$ cat src/rtl/imem_boot_arbiter_pkg.sv
`default_nettype none
// +----------------------------------------------------------------------+
// | imem_arb_pkg : shared types for the instruction-memory boot arbiter  |
// | Revision     : 1.0                                                   |
// +----------------------------------------------------------------------+
package imem_arb_pkg;

  localparam int ARB_AW = 32;
  localparam int ARB_DW = 32;
  localparam int ARB_BW = ARB_DW / 8;

  typedef enum logic [2:0] {
    CPU     = 3'd0,
    DRAIN   = 3'd1,
    BOOT    = 3'd2,
    FLUSH   = 3'd3,
    RELEASE = 3'd4
  } arb_state_t;

  typedef struct packed {
    logic [ARB_AW-1:0] addr;
    logic [ARB_DW-1:0] wdata;
    logic [ARB_BW-1:0] be;
  } boot_wr_t;

endpackage
`default_nettype wire

$ cat src/rtl/imem_boot_arbiter_if.sv
`default_nettype none
// +----------------------------------------------------------------------+
// | imem_boot_arbiter_if : boot-loader, CPU-fetch and memory bus bundle  |
// | Revision             : 1.0                                           |
// +----------------------------------------------------------------------+
interface imem_boot_arbiter_if
  import imem_arb_pkg::*;
#(
  parameter int AW = ARB_AW,
  parameter int DW = ARB_DW
) ();

  logic            boot_active;
  logic            boot_req;
  logic [AW-1:0]   boot_addr;
  logic [DW-1:0]   boot_wdata;
  logic [DW/8-1:0] boot_be;

  logic            cpu_req;
  logic [AW-1:0]   cpu_addr;
  logic            cpu_gnt;
  logic            cpu_rvalid;
  logic [DW-1:0]   cpu_rdata;

  logic            mem_req;
  logic            mem_we;
  logic [AW-1:0]   mem_addr;
  logic [DW-1:0]   mem_wdata;
  logic [DW/8-1:0] mem_be;
  logic [DW-1:0]   mem_rdata;

  // Arbiter side
  modport slave (
    input  boot_active, boot_req, boot_addr, boot_wdata, boot_be,
    input  cpu_req, cpu_addr, mem_rdata,
    output cpu_gnt, cpu_rvalid, cpu_rdata,
    output mem_req, mem_we, mem_addr, mem_wdata, mem_be
  );

  // Environment side (boot loader, core and RAM)
  modport master (
    output boot_active, boot_req, boot_addr, boot_wdata, boot_be,
    output cpu_req, cpu_addr, mem_rdata,
    input  cpu_gnt, cpu_rvalid, cpu_rdata,
    input  mem_req, mem_we, mem_addr, mem_wdata, mem_be
  );

endinterface
`default_nettype wire

$ cat src/rtl/imem_boot_arbiter_sync_fifo.sv
`default_nettype none
// +----------------------------------------------------------------------+
// | sync_fifo : single-clock FIFO, storage in flops, head read from regs |
// | Revision  : 1.0                                                      |
// +----------------------------------------------------------------------+
module sync_fifo #(
  parameter int WIDTH = 8,
  parameter int DEPTH = 4
) (
  input  logic             clk,
  input  logic             rst,
  input  logic             push,
  input  logic             pop,
  input  logic [WIDTH-1:0] din,
  output logic [WIDTH-1:0] dout,
  output logic             full,
  output logic             empty
);

  localparam int          PW       = $clog2(DEPTH);
  localparam logic [PW:0] FULL_CNT = (PW+1)'(DEPTH);

  logic [WIDTH-1:0] mem_q [DEPTH];
  logic [PW-1:0]    wr_ptr_q, wr_ptr_d;
  logic [PW-1:0]    rd_ptr_q, rd_ptr_d;
  logic [PW:0]      cnt_q, cnt_d;
  logic             do_push, do_pop;

  always_comb begin
    full     = (cnt_q == FULL_CNT);
    empty    = (cnt_q == '0);
    do_pop   = pop & ~empty;
    // A pop in the same cycle frees the slot, so a push onto a full FIFO is kept
    do_push  = push & (~full | do_pop);
    wr_ptr_d = do_push ? wr_ptr_q + PW'(1) : wr_ptr_q;
    rd_ptr_d = do_pop  ? rd_ptr_q + PW'(1) : rd_ptr_q;
    cnt_d    = cnt_q;
    if (do_push && !do_pop) begin
      cnt_d = cnt_q + (PW+1)'(1);
    end else if (!do_push && do_pop) begin
      cnt_d = cnt_q - (PW+1)'(1);
    end
  end

  always_ff @(posedge clk) begin
    if (rst) begin
      wr_ptr_q <= '0;
      rd_ptr_q <= '0;
      cnt_q    <= '0;
    end else begin
      wr_ptr_q <= wr_ptr_d;
      rd_ptr_q <= rd_ptr_d;
      cnt_q    <= cnt_d;
    end
  end

  always_ff @(posedge clk) begin
    if (do_push) begin
      mem_q[wr_ptr_q] <= din;
    end
  end

  assign dout = mem_q[rd_ptr_q];

endmodule
`default_nettype wire

$ cat src/rtl/imem_boot_arbiter.sv
`default_nettype none
// +----------------------------------------------------------------------+
// | imem_boot_arbiter : hands the instruction RAM port between the CPU   |
// |                     fetch path and the UART boot loader              |
// | Revision          : 1.0                                              |
// +----------------------------------------------------------------------+
module imem_boot_arbiter
  import imem_arb_pkg::*;
#(
  parameter int AW        = ARB_AW,
  parameter int DW        = ARB_DW,
  parameter int BUF_DEPTH = 4,
  parameter int REL_CYC   = 16
) (
  input  logic                clk,
  input  logic                rst,
  imem_boot_arbiter_if.slave  bus,
  output logic                cpu_rst,
  output logic                ovf_err,
  output logic [31:0]         wr_count
);

  localparam int             BW       = DW / 8;
  localparam int             RCW      = (REL_CYC > 1) ? $clog2(REL_CYC) : 1;
  localparam logic [RCW-1:0] REL_LAST = RCW'(REL_CYC - 1);

  arb_state_t     state_q, state_d;
  logic [RCW-1:0] rel_cnt_q, rel_cnt_d;
  logic           cpu_rvalid_q, cpu_rvalid_d;
  logic           ovf_err_q, ovf_err_d;
  logic [31:0]    wr_count_q, wr_count_d;

  boot_wr_t push_data;
  boot_wr_t head;
  logic     fifo_pop, fifo_full, fifo_empty;

  assign push_data = {bus.boot_addr, bus.boot_wdata, bus.boot_be};

  sync_fifo #(
    .WIDTH ($bits(boot_wr_t)),
    .DEPTH (BUF_DEPTH)
  ) u_boot_fifo (
    .clk   (clk),
    .rst   (rst),
    .push  (bus.boot_req),
    .pop   (fifo_pop),
    .din   (push_data),
    .dout  (head),
    .full  (fifo_full),
    .empty (fifo_empty)
  );

  always_comb begin
    state_d       = state_q;
    rel_cnt_d     = rel_cnt_q;
    wr_count_d    = wr_count_q;
    cpu_rvalid_d  = 1'b0;
    fifo_pop      = 1'b0;
    cpu_rst       = 1'b1;
    bus.cpu_gnt   = 1'b0;
    bus.mem_req   = 1'b0;
    bus.mem_we    = 1'b0;
    bus.mem_addr  = {AW{1'b0}};
    bus.mem_wdata = {DW{1'b0}};
    bus.mem_be    = {BW{1'b0}};

    case (state_q)
      CPU: begin
        cpu_rst      = 1'b0;
        bus.cpu_gnt  = bus.cpu_req;
        bus.mem_req  = bus.cpu_req;
        bus.mem_addr = bus.cpu_addr;
        cpu_rvalid_d = bus.cpu_req;
        if (bus.boot_active) begin
          state_d = DRAIN;
        end
      end

      // No grants are issued here, so the only read that can still be
      // outstanding returns during this cycle.
      DRAIN: begin
        state_d    = BOOT;
        wr_count_d = '0;
      end

      BOOT, FLUSH: begin
        fifo_pop = ~fifo_empty;
        if (fifo_pop) begin
          bus.mem_req   = 1'b1;
          bus.mem_we    = 1'b1;
          bus.mem_addr  = head.addr;
          bus.mem_wdata = head.wdata;
          bus.mem_be    = head.be;
          wr_count_d    = wr_count_q + 32'd1;
        end
        if (state_q == BOOT) begin
          if (!bus.boot_active) begin
            state_d = FLUSH;
          end
        end else if (bus.boot_active) begin
          state_d = BOOT;
        end else if (fifo_empty) begin
          state_d   = RELEASE;
          rel_cnt_d = '0;
        end
      end

      RELEASE: begin
        if (bus.boot_active) begin
          state_d   = BOOT;
          rel_cnt_d = '0;
        end else if (rel_cnt_q == REL_LAST) begin
          state_d   = CPU;
          rel_cnt_d = '0;
        end else begin
          rel_cnt_d = rel_cnt_q + RCW'(1);
        end
      end

      default: begin
        state_d   = RELEASE;
        rel_cnt_d = '0;
      end
    endcase

    ovf_err_d = ovf_err_q | (bus.boot_req & fifo_full & ~fifo_pop);
  end

  // Reset enters RELEASE so the core is held for REL_CYC cycles after power-on
  always_ff @(posedge clk) begin
    if (rst) begin
      state_q      <= RELEASE;
      rel_cnt_q    <= '0;
      cpu_rvalid_q <= 1'b0;
      ovf_err_q    <= 1'b0;
      wr_count_q   <= '0;
    end else begin
      state_q      <= state_d;
      rel_cnt_q    <= rel_cnt_d;
      cpu_rvalid_q <= cpu_rvalid_d;
      ovf_err_q    <= ovf_err_d;
      wr_count_q   <= wr_count_d;
    end
  end

  assign bus.cpu_rvalid = cpu_rvalid_q;
  assign bus.cpu_rdata  = bus.mem_rdata;
  assign ovf_err        = ovf_err_q;
  assign wr_count       = wr_count_q;

endmodule
`default_nettype wire

$ cat src/flat_wrapper.sv
// flat-port wrapper written by rule: the top's interface ports become plain ports
module imem_boot_arbiter_flat import imem_arb_pkg::*;
#(
  parameter int AW        = ARB_AW,
  parameter int DW        = ARB_DW,
  parameter int BUF_DEPTH = 4,
  parameter int REL_CYC   = 16
)
  (clk, rst, cpu_rst, ovf_err, wr_count, bus_boot_active, bus_boot_req, bus_boot_addr, bus_boot_wdata, bus_boot_be, bus_cpu_req, bus_cpu_addr, bus_mem_rdata, bus_cpu_gnt, bus_cpu_rvalid, bus_cpu_rdata, bus_mem_req, bus_mem_we, bus_mem_addr, bus_mem_wdata, bus_mem_be);
  imem_boot_arbiter_if #(.AW(AW), .DW(DW)) bus_i ();
  input  logic clk;
  input  logic rst;
  output logic cpu_rst;
  output logic ovf_err;
  output logic [31:0] wr_count;
  input wire logic [$bits(bus_i.boot_active)-1:0] bus_boot_active;
  input wire logic [$bits(bus_i.boot_req)-1:0] bus_boot_req;
  input wire logic [$bits(bus_i.boot_addr)-1:0] bus_boot_addr;
  input wire logic [$bits(bus_i.boot_wdata)-1:0] bus_boot_wdata;
  input wire logic [$bits(bus_i.boot_be)-1:0] bus_boot_be;
  input wire logic [$bits(bus_i.cpu_req)-1:0] bus_cpu_req;
  input wire logic [$bits(bus_i.cpu_addr)-1:0] bus_cpu_addr;
  input wire logic [$bits(bus_i.mem_rdata)-1:0] bus_mem_rdata;
  output wire logic [$bits(bus_i.cpu_gnt)-1:0] bus_cpu_gnt;
  output wire logic [$bits(bus_i.cpu_rvalid)-1:0] bus_cpu_rvalid;
  output wire logic [$bits(bus_i.cpu_rdata)-1:0] bus_cpu_rdata;
  output wire logic [$bits(bus_i.mem_req)-1:0] bus_mem_req;
  output wire logic [$bits(bus_i.mem_we)-1:0] bus_mem_we;
  output wire logic [$bits(bus_i.mem_addr)-1:0] bus_mem_addr;
  output wire logic [$bits(bus_i.mem_wdata)-1:0] bus_mem_wdata;
  output wire logic [$bits(bus_i.mem_be)-1:0] bus_mem_be;
  assign bus_i.boot_active = bus_boot_active;
  assign bus_i.boot_req = bus_boot_req;
  assign bus_i.boot_addr = bus_boot_addr;
  assign bus_i.boot_wdata = bus_boot_wdata;
  assign bus_i.boot_be = bus_boot_be;
  assign bus_i.cpu_req = bus_cpu_req;
  assign bus_i.cpu_addr = bus_cpu_addr;
  assign bus_i.mem_rdata = bus_mem_rdata;
  assign bus_cpu_gnt = bus_i.cpu_gnt;
  assign bus_cpu_rvalid = bus_i.cpu_rvalid;
  assign bus_cpu_rdata = bus_i.cpu_rdata;
  assign bus_mem_req = bus_i.mem_req;
  assign bus_mem_we = bus_i.mem_we;
  assign bus_mem_addr = bus_i.mem_addr;
  assign bus_mem_wdata = bus_i.mem_wdata;
  assign bus_mem_be = bus_i.mem_be;
  imem_boot_arbiter #(.AW(AW), .DW(DW), .BUF_DEPTH(BUF_DEPTH), .REL_CYC(REL_CYC)) u_core (.clk(clk), .rst(rst), .bus(bus_i), .cpu_rst(cpu_rst), .ovf_err(ovf_err), .wr_count(wr_count));
endmodule
$ cat config.mk
export PLATFORM = sky130hd
export DESIGN_NAME = imem_boot_arbiter_flat
export DESIGN_NICKNAME = d
export VERILOG_FILES = /design/src/rtl/imem_boot_arbiter_pkg.sv /design/src/rtl/imem_boot_arbiter_if.sv /design/src/rtl/imem_boot_arbiter_sync_fifo.sv /design/src/rtl/imem_boot_arbiter.sv /design/src/flat_wrapper.sv
export SDC_FILE = /design/constraint.sdc
export NUM_CORES = 1
export LEC_CHECK = 0
export ABC_CLOCK_PERIOD_IN_PS = 4500
export CAP_MARGIN = 20
export CORE_ASPECT_RATIO = 0.7
export CORE_MARGIN = 5
export CORE_UTILIZATION = 40
export CTS_CLUSTER_SIZE = 28
export DETAILED_ROUTE_END_ITERATION = 6
export GPL_ROUTABILITY_DRIVEN = 0
export PLACE_DENSITY = 0.65
export SYNTH_ARGS = -nofsm -noshare
export SYNTH_HDL_FRONTEND = slang
export SYNTH_SLANG_ARGS = --single-unit
$ cat constraint.sdc
create_clock -name clk -period 4.5 [get_ports clk]
set_input_delay 0.9 -clock clk [delete_from_list [all_inputs] [get_ports clk]]
set_output_delay 0.9 -clock clk [all_outputs]
set_load 0.1 [all_outputs]
* Yosys cells after proc, flatten, opt, wreduce, memory -nomap -nowiden
Memories as Yosys holds them, arrays and structs flattened. A register that Yosys moved wholly into a read port is not among the register bits.
Index checks and enable logic that the tools add are counted.
** Operators by class
- Add/sub/neg operators :: 6
- Eq/ne operators :: 14
- Multiplexer cells :: 34
- Bitwise gates (word level) :: 10
- Reductions and logical operators :: 13
** Operator list (count)
- 32-bit two-way mux :: 4
- 32-bit case mux with 2 select lines :: 2
- 32-bit by 1-bit adder with 32-bit output (second input constant) :: 1
- 4-bit two-way mux :: 7
- 3-bit two-way mux :: 9
- 3-bit case mux with 4 select lines :: 1
- 4-bit case mux with 3 select lines :: 1
- 2-bit != test (second input constant) :: 4
- 4-bit AND reduction :: 2
- 1-bit two-way mux :: 7
- 3-bit by 2-bit == test with 1-bit output (second input constant) :: 2
- 3-bit == test (second input constant) :: 2
- 3-bit zero test :: 2
- 2-bit by 1-bit adder with 2-bit output (second input constant) :: 2
- 4-bit by 1-bit adder with 4-bit output (second input constant) :: 1
- 1-bit bitwise AND :: 4
- 4-bit == test (second input constant) :: 1
- 2-bit two-way mux :: 2
- 4-bit by 2-bit != test with 1-bit output (second input constant) :: 1
- 1-bit inverter :: 4
- 2-bit nonzero test :: 2
- 2-bit OR reduction :: 2
- 3-bit by 1-bit adder with 3-bit output (second input constant) :: 1
- 3-bit by 1-bit == test with 1-bit output (second input constant) :: 1
- other kinds (9) :: 12
** Storage, ports and cells
- Bits in registers :: 48
- Bits in writable memories :: 272
- Bits of input ports :: 137
- Output and inout bits :: 138
- Word-level logic and storage cells :: 86
- Memories :: 1
** Memory list
- u_core.u_boot_fifo.mem_q :: words 4, width 68, read ports 1, clocked after Yosys merged registers in 1, write ports 1, line imem_boot_arbiter_sync_fifo.sv:23 : logic [WIDTH-1:0] mem_q [DEPTH];

* Depth between registers and ports, before layout
- Depth in word-level cells :: 10
- Gate-level depth with buffers :: 10
- Depth with buffers taken out :: 9

* Modules after synthesis
From an unflattened synthesis, not the netlist that was laid out.
** Unflattened totals
- Cells, all modules :: 769
- Area total of the unflattened synthesis :: 13215.2 sq um
** Modules (own cells, without submodules)
- sync_fifo :: instances 1, cells each 404, area an instance 10308.6 sq um, seq. area each 8348.0 sq um
- imem_boot_arbiter :: instances 1, cells each 365, area an instance 2906.5 sq um, seq. area each 820.8 sq um

* Least setup slack after synthesis
OpenSTA, ideal clock, no wires.
- Kind :: input -> register
- From :: input bus_boot_req
- To :: memory u_core.u_boot_fifo.mem_q[0][0] (netlist bit), enable pin
- Setup time :: 0.433 ns
- Arrival :: 2.975 ns
- Required time :: 4.067 ns
- Path slack :: 1.091 ns
- Stages on the path :: 3
- Buffers on the path :: 0
- Path through :: inv_1 > a31oi_1 > and2_1
** Between the ends
- Word-level cells in the longest chain between the ends :: 3
** RTL lines
- start: declaration :: line flat_wrapper.sv:17 : input wire logic [$bits(bus_i.boot_req)-1:0] bus_boot_req;
- 1-bit bitwise AND :: line imem_boot_arbiter_sync_fifo.sv:34 : do_push = push & (~full | do_pop);
- net u_core.u_boot_fifo.do_push :: line imem_boot_arbiter_sync_fifo.sv:27 : logic do_push, do_pop;
- 1-bit two-way mux :: line imem_boot_arbiter_sync_fifo.sv:58 : if (do_push) begin
- 1-bit two-way mux (not written as such) :: line imem_boot_arbiter_sync_fifo.sv:59 : mem_q[wr_ptr_q] <= din;
- end: declaration :: line imem_boot_arbiter_sync_fifo.sv:23
The timed path passes the listed nets, and every way through them passes these cells.

* Worst setup path after layout
- From :: register u_core.state_q[1]
- To :: output bus_mem_be[1]
** Between the ends
- Word-level cells in the longest chain between the ends :: 3
- Elaborated cells on any way between the ends :: 4
- Classes of those cells :: eq/ne (2); mux (1); reduce/logical (1)
** RTL lines
- start: declaration :: line imem_boot_arbiter.sv:27 : arb_state_t state_q, state_d;
- start signal: assignment :: line imem_boot_arbiter.sv:138 : state_q <= state_d;
- 3-bit by 2-bit == test with 1-bit output :: line imem_boot_arbiter.sv:67 : case (state_q)
- 2-bit OR reduction * :: line imem_boot_arbiter.sv:67
- 4-bit two-way mux * :: line imem_boot_arbiter.sv:67
- end: declaration :: line flat_wrapper.sv:31 : output wire logic [$bits(bus_i.mem_be)-1:0] bus_mem_be;
Mark *: on every way between the ends. The rest lies on a longest branch, timed or not.

==> out/qor.yml <==
die_x_um: 227
maxCapViolCount: 0
syn_to_final_growth_pct: 24.9
cp_max_fo: 38
finalSetupViolations: 0
row_count: 55
drt_iter0_drc: 454
ys_types: 56
met1_length_mm: 13.2
grt_usage_pct: 15.3
root_buffer: "clkbuf_16"
wl_mm: 28.5
io_pins: 275
grt_pass1_wl_mm: 43.8
cp-start-kind: "flop"
clkSlewWorstSetupHoldPaths_ns: 0.06
h-tree-depth: 1
portBuffers: 210
initial_core_util_pct: 40.7
min_period_ns: 3.70
ant_nets: 0
holdBufCountCts: 0
slew_headroom_pct: 26.4
synth-async-reset-ratio_pct: 0
fmax_ghz: 0.270
design_area_mm2: 0.0165
synth_edf_count: 272
tightestPinTransition_ns: 1.10
worstPathRequired_ns: 3.60
syn_area_mm2: 0.0132
synth_area_leaders: "edfxtp_1 62%, mux4_2 12%, dfxtp_1 7.6%"
synthCells: 769
rsz0062_at_grt: "no"
nets: 1092
layout_commonest_cell: "edfxtp_1"
path_depth: 5
coreArea_mm2: 0.0324
place_area_mm2: 0.0154
wl_met2_mm: 13.0
clockBufferDepth: 3
final_cell_mix: "272 x edfxtp_1, 139 x clkdlybuf4s50_1, 76 x buf_4, 68 x mux4_2, 48 x dfxtp_1"
grt_start_max_net_pins: 69
place_hpwl_mm: 18.5
die-height_um: 162
wl_per_cell_um: 20.4
highest_layer: "met5"
cts.repair.resized: 0
fin_skew_ns: 0.00685
dr_wl_met3_mm: 1.77
synth_nets: 914
ff2ff_path_depth: 8
crit_buf_inv: 2
worstHoldPathType: "flop to flop"
synth_sequential_area_ratio_pct: 69.6
cpPeakStageDelay_ns: 0.65
cellPowerDensity_mw_per_mm2: 506
critical_path_arrival_ns: 2.80
antenna_found_initial: 3
first_pass_iters: 6
drive_gt1_share_pct: 22.5
finalHoldViolations: 0
synthFlopType: "edfxtp_1"
num_vias: 7375
grt_overflow: 0
crit_family: "simple AND/OR/NAND/NOR gates"
endpoint_kind: "primary output"
insertion_delay_ns: 0.57
hold_ws_ns: 0.485
p_leak_nw: 5.44
drc_errors: 0
ys_warn_count: 0
final_util_pct: 50.8
crit_slowest_cell: "nor2_4"
crit_chain: "nand2b_1, nor2_4, buf_12, and2_1, buf_4"
postCtsSetupBuffers: 0
final_cell_count_no_fill: 1399
cts_made_buffers: 31
outcome: "complete, no violations"
min_path_cells: 2
dp_cells: 1341
synth_top_area_cell: "edfxtp_1"
cts_tree: "yes"
finalSetupTns_ns: 0
vdd.ir_drop.worst_mv: 0.262
vias_per_cell: 5.27
clock-sinks: 322
fin_crit_sh_pct: 82.2
synth.top_cell.area_share_pct: 62.0
floorplan.die_area_mm2: 0.0367
synth-seq-cells: 322
slew_violations: 0
avgSynthCellArea_um2: 17.1
crit_type: "flop to primary output"
grt_pass1_vias: 7429
-- area by class of cell --
type                            instances  area [um2]
Antenna cell                            1        2.50
Clock buffer                           35         801
Clock inverter                         22         295
Fill cell                            2688       16000
Inverter                               12        45.0
Multi-Input combinational cell        359        3520
Sequential cell                       322        9180
Tap cell                              427         534
Timing Repair Buffer                  221        2080
-- worst reg2reg max path, cell delays in order, from the launching register on --
cell and delay, ns:
dfxtp_1 0.59, nand2b_1 0.21, a31oi_1 0.75, ha_1 0.32, inv_1 0.06, fa_1 0.37, xor2_1 0.16, or3_1 0.30
a21oi_1 0.14
-- Yosys cell counts, drive strengths merged (11+ instances only) --
library cell and count:
edfxtp 272, nor2 21, dfxtp 50, and2 42
buf 45, a22o 32, a21oi 23, nand2 24
or3 15, mux4 68, mux2i 11, nand3 12
or4 12, clkbuf 31, inv 12
-- logic make-up (layout without fill, tap and decap cells) --
group	count (synthesis)	count (layout)	synth area share, %
flip-flops	322	322	69.6
AO/OA/AOI/OAI	93	93	5.04
other	0	1	0
XOR/XNOR	9	9	0.598
buffers and inverters	88	290	3.87
adder cells (fa/ha/maj)	8	8	0.816
AND/OR/NAND/NOR	170	170	7.65
multiplexers	79	79	12.5
-- report_power, final --
| group | internal, mW | total, mW | switching [mW] | leakage [nW] |
|---|---|---|---|---|
| clock | 1.68 | 2.75 | 1.08 | 0.531 |
| combinational | 0.592 | 1.87 | 1.27 | 2.01 |
| sequential | 3.59 | 3.71 | 0.122 | 2.90 |
-- flip-flops by register name (all words and copies together) (netlist names), named ones only --
name / count
u_core.ovf_err: 1
u_core.u_boot_fifo.wr_ptr_q: 2
u_core.u_boot_fifo.cnt_q: 3
u_core.rel_cnt_q: 4
u_core.bus.cpu_rvalid: 1
u_core.u_boot_fifo.mem_q: 272
u_core.state_q: 3
u_core.u_boot_fifo.rd_ptr_q: 2
u_core.wr_count: 32
-- per-stage QoR --
step | total power [mW] | setup WS [ns]
2_1_floorplan | 5.26 | 1.09
3_3_place_gp | 5.66 | 1.09
3_5_place_dp | 5.68 | 1.03
4_1_cts | 8.45 | 0.724
5_1_grt | 8.69 | 0.515
6_report | 8.33 | 0.800
-- layer usage --
| layer | track usage (%) | vias to the layer above |
|---|---|---|
| met5 | 0 | - |
| met4 | 3.02 | 4 |
| met3 | 4.12 | 44 |
| met2 | 23.5 | 208 |
| met1 | 22.2 | 3723 |
| li1 | - | 3396 |
-- worst paths after layout --
path / startpoint / end / slack (ns)
hold reg to reg: u_core.wr_count[31] / u_core.wr_count[31] / 0.48
setup / recovery: u_core.state_q[1] / bus_mem_be[1] / 0.80
setup reg to reg: u_core.state_q[1] / u_core.u_boot_fifo.cnt_q[2] / 1.53
hold / removal: u_core.wr_count[31] / u_core.wr_count[31] / 0.48
Power figures use the tool's default switching activity.
